## src/rtl/serial_add_ctrl.sv

```systemverilog
// rtl/serial_add_ctrl.sv - bit-serial adder controller sharing one full-adder cell (optional ovf: SERIAL_ADD_OVF_EN)

module fa (
    output logic co,
    output logic s,
    input  logic ci,
    input  logic x,
    input  logic y
);
    assign s  = x ^ y ^ ci;
    assign co = (x & y) | (ci & (x ^ y));
endmodule

module serial_add_ctrl #(
    parameter int N = 8
) (
    input  logic         clk,
    input  logic         rst,
    input  logic         start,
    input  logic [N-1:0] a,
    input  logic [N-1:0] b,
    input  logic         cin,
    output logic [N-1:0] sum,
    output logic         cout,
    output logic         busy,
    output logic         done
`ifdef SERIAL_ADD_OVF_EN
    ,
    output logic         ovf
`endif
);
    localparam int CW = $clog2(N + 1);
    localparam logic [CW-1:0] LAST = CW'(N - 1);

    typedef enum logic [1:0] {IDLE, RUN, DONE} state_t;

    state_t          state, state_next;
    logic [N-1:0]    a_sh, b_sh, sum_shifted;
    logic            carry;
    logic [CW-1:0]   cnt;
    logic            fa_s, fa_co;

    fa u_fa (
        .co (fa_co),
        .s  (fa_s),
        .ci (carry),
        .x  (a_sh[0]),
        .y  (b_sh[0])
    );

    always_comb begin
        state_next  = state;
        busy        = 1'b0;
        done        = 1'b0;
        sum_shifted = sum >> 1;
        sum_shifted[N-1] = fa_s;
        case (state)
            IDLE: if (start) state_next = RUN;
            RUN: begin
                busy = 1'b1;
                if (cnt == LAST) state_next = DONE;
            end
            DONE: begin
                busy       = 1'b1;
                done       = 1'b1;
                state_next = IDLE;
            end
            default: state_next = IDLE;
        endcase
    end

    always_ff @(posedge clk) begin
        if (rst) begin
            state <= IDLE;
            a_sh  <= '0;
            b_sh  <= '0;
            sum   <= '0;
            cout  <= 1'b0;
            carry <= 1'b0;
            cnt   <= '0;
`ifdef SERIAL_ADD_OVF_EN
            ovf   <= 1'b0;
`endif
        end else begin
            state <= state_next;
            case (state)
                IDLE: if (start) begin
                    a_sh  <= a;
                    b_sh  <= b;
                    carry <= cin;
                    cnt   <= '0;
                    sum   <= '0;
                    cout  <= 1'b0;
`ifdef SERIAL_ADD_OVF_EN
                    ovf   <= 1'b0;
`endif
                end
                RUN: begin
                    sum   <= sum_shifted;
                    carry <= fa_co;
                    a_sh  <= a_sh >> 1;
                    b_sh  <= b_sh >> 1;
                    cnt   <= cnt + 1'b1;
                    // Final bit: its carry-out is the sum's carry, ci^co of the MSB is signed overflow
                    if (cnt == LAST) begin
                        cout <= fa_co;
`ifdef SERIAL_ADD_OVF_EN
                        ovf  <= carry ^ fa_co;
`endif
                    end
                end
                default: ;
            endcase
        end
    end
endmodule

```

## config.mk

```make
export PLATFORM = sky130hd
export DESIGN_NAME = serial_add_ctrl
export DESIGN_NICKNAME = d
export VERILOG_FILES = /design/src/rtl/serial_add_ctrl.sv
export SDC_FILE = /design/constraint.sdc
export NUM_CORES = 1
export LEC_CHECK = 0
export CORE_AREA = 2 2 69 52
export DETAILED_ROUTE_END_ITERATION = 10
export DIE_AREA = 0 0 71 54
export GPL_ROUTABILITY_DRIVEN = 0
export PLACE_DENSITY = 0.79
export SETUP_SLACK_MARGIN = 0.15
export SLEW_MARGIN = 40
export SYNTH_ARGS = -nofsm -noshare
export SYNTH_HDL_FRONTEND = slang
export SYNTH_SLANG_ARGS = --single-unit
```

## constraint.sdc

```tcl
create_clock -name clk -period 3.5 [get_ports clk]
set_clock_uncertainty 0.15 [all_clocks]
set_input_delay 0.7 -clock clk [delete_from_list [all_inputs] [get_ports clk]]
set_output_delay 0.7 -clock clk [all_outputs]
set_load 0.005 [all_outputs]
```

==> impl_metrics.ini <==
[status]
outcome = completed

[critical_path]
start_kind = flip-flop
path_delay_family = simple AND/OR/NAND/NOR gates
critPathSlowestCell = ha_1
reg2reg_slack_ns = 0.99
crit_path_end_kind = flip-flop
rr_worst_depth = 6
required_ns = 3.50
worstReg2RegEnd = cnt[0]
critical_path_arrival_ns = 2.51
critPathKind = reg2reg
cp_max_fo = 36
timing.rr.start = state[1]
path_cells = inv_1 > ha_1 > nor2_1 > nor2_8 > mux2_4 > nor2_2
critPathBufInv = 1
slowest_delay_ns = 0.65

[detailed_routing]
via_count = 1225
drt_iter0_drc = 45
ant_nets = 0
first_pass_iters = 4
totalWireLength_mm = 3.26
drc = 0
via_per_inst = 5.33
wl_per_cell_um = 14.2

[pwr]
power-per-cell-area_nw_per_um2 = 802
p_leak_nw = 0.730
max-vdd-ir-drop_uv = 383
total_power_mw = 1.64

[yosys]
synth_edf_count = 0
postSynthAreaPerCell_um2 = 10.4
synth-seq-cells = 32
yosys-top-cells-area = dfxtp_1, a211oi_2, mux2i_1
synth_nets = 188
synth.distinct_cells = 31
ys.flop_type = dfxtp_1
syn_area_um2 = 1670
ys_warn_count = 0
yosys.area.top_type_share_pct = 38.3
yosys.area.top_type = dfxtp_1
synth_cells = 161
yosysSeqAreaShare_pct = 38.3
async_flop_share_pct = 0

[sta]
finalSetupTns_ns = 0
whs_ns = 0.315
rsz0062_at_grt = false
fin_crit_ns = 2.51
hold_viol = 0
layout_setup_ws_ns = 0.991
fmax_mhz = 399
final-max-slew-violation-count = 0
tightest_slew_ns = 0.735
final-setup-viol-count = 0
final.period_utilization_pct = 71.7
slew_headroom_pct = 51.0

[hold_path]
hold_path.class = reg2reg
holdPathStages = 2
min_from = sum[0]
hold_path_end = sum[0]

[global_route]
grt_usage_pct = 18.3
grt_max_degree = 37
overflow = 0
grt_pass1_vias = 1225
grt_pass1_wl_mm = 5.35
antenna_found_initial = 0

[placed_design]
place_inst = 222
post_dp_cell_area_um2 = 1950
pre_cts_slack_ns = 0.972
port_buffers = 30
hpwl_mm = 2.31

[clock_network]
numCtsBuffers = 5
cts-resized-gates = 0
clk_pin_slew_worst_paths_ns = 0.07
clock-sinks = 32
cts_root_buffer = clkbuf_8
clockBufferDepth = 2
post_cts_buffers = 0
htree_levels = 2
cts_hold_buf = 0
clk_latency_ns = 0.28
cts_tree = yes

[final_layout]
fin_util_pct = 62.5
fillers = 269
area_growth_pct = 22.0
final_cell_area_um2 = 2040
layout.nets = 216
drive_gt1_share_pct = 24.7
num_antenna_cells = 0
fin_cells = 230

[die]
chipHeight_um = 54
die_area_um2 = 3830
num_rows = 18
die_w_um = 71
core-area_um2 = 3270
io_pins = 31
start_util_pct = 51.2

[run]
cap_violations = 0
==> per-layer routing <==
layer | routed length, µm | vias to the layer above | GRT usage [%]
li1 | - | 609 | -
met1 | 1440 | 583 | 20.9
met2 | 1590 | 31 | 31.2
met3 | 198 | 2 | 6.93
met4 | 27 | 0 | 8.49
met5 | 0 | - | 0
==> placed cells by master, fill, tap and decap left out <==
master           netlist  layout
nor2b_4                1       1
nand3_2                7       7
mux2i_1               18      18
clkdlybuf4s50_1        0      30
fa_1                   1       1
nor2_1                14      14
nor3_1                 1       1
dfxtp_1               32      32
nor2_2                10      10
a211oi_2              15      15
ha_1                   6       6
mux2i_4                1       1
clkinv_2               0       2
mux2_4                 1       1
clkbuf_8               0       6
nand2_1               10      10
nor2_8                 1       1
and2_1                 1       1
or2b_1                 1       1
a21oi_1               12      12
a21oi_2                1       1
o21ai_1                2       2
inv_1                  6       6
nand3b_1               1       1
nand3_1                1       1
a2bb2oi_1              1       1
nor3b_1                3       3
buf_4                  0       2
a32oi_1                1       1
nor2b_1                2       2
==> cells in the mapped netlist (6+ instances only) <==
cell type and count:
dfxtp_1 32, mux2i_1 18, a211oi_2 15, nor2_1 14, a21oi_1 12, nand2_1 10, nor2_2 10, nand3_2 7
ha_1 6, inv_1 6
==> layout make-up <==
cell class	instances	area (µm²)	area share, %
multi-input cells	112	920	45.1
well taps	40	50.0	2.45
flip-flops and latches	32	641	31.4
clock inverters	2	10.0	0.490
repair buffers	32	315	15.5
inverters	6	22.5	1.10
clock buffers	6	82.6	4.05
==> registers in the layout (all words and copies together) (netlist names) <==
register  cells
carry         1
sum           8
a_sh          8
state         2
b_sh          8
cout          1
cnt           4
==> cell families after synthesis <==
kind of cell    synth area share (%)
simple gates                    19.3
compound gates                  17.0
buf+inv                         6.73
mux                             13.0
flops                           38.3
fa+ha+maj                       5.68
==> worst min-delay path: stages, from the launching register on <==
cell and delay [ns]:
dfxtp_1 0.31, nand2_1 0.05, a21oi_1 0.05
==> how the worst max path moves through the flow <==
stage,endpoint,startpoint,slack [ns],cells after the start
floorplan,a_sh[0],state[1],1.85,8
global placement,cnt[0],start,1.00,5
detailed placement,cnt[0],start,0.97,5
CTS,cnt[0],state[1],0.97,6
global route,cnt[0],state[1],0.80,6
finish,cnt[0],state[1],0.99,6
==> where the power goes <==
| group | internal, mW | switching (mW) |
|---|---|---|
| Sequential | 0.473 | 0.0705 |
| Clock | 0.157 | 0.133 |
| Combinational | 0.346 | 0.459 |
| Total | 0.975 | 0.662 |
No activity file was read; power rests on OpenSTA's default activity.
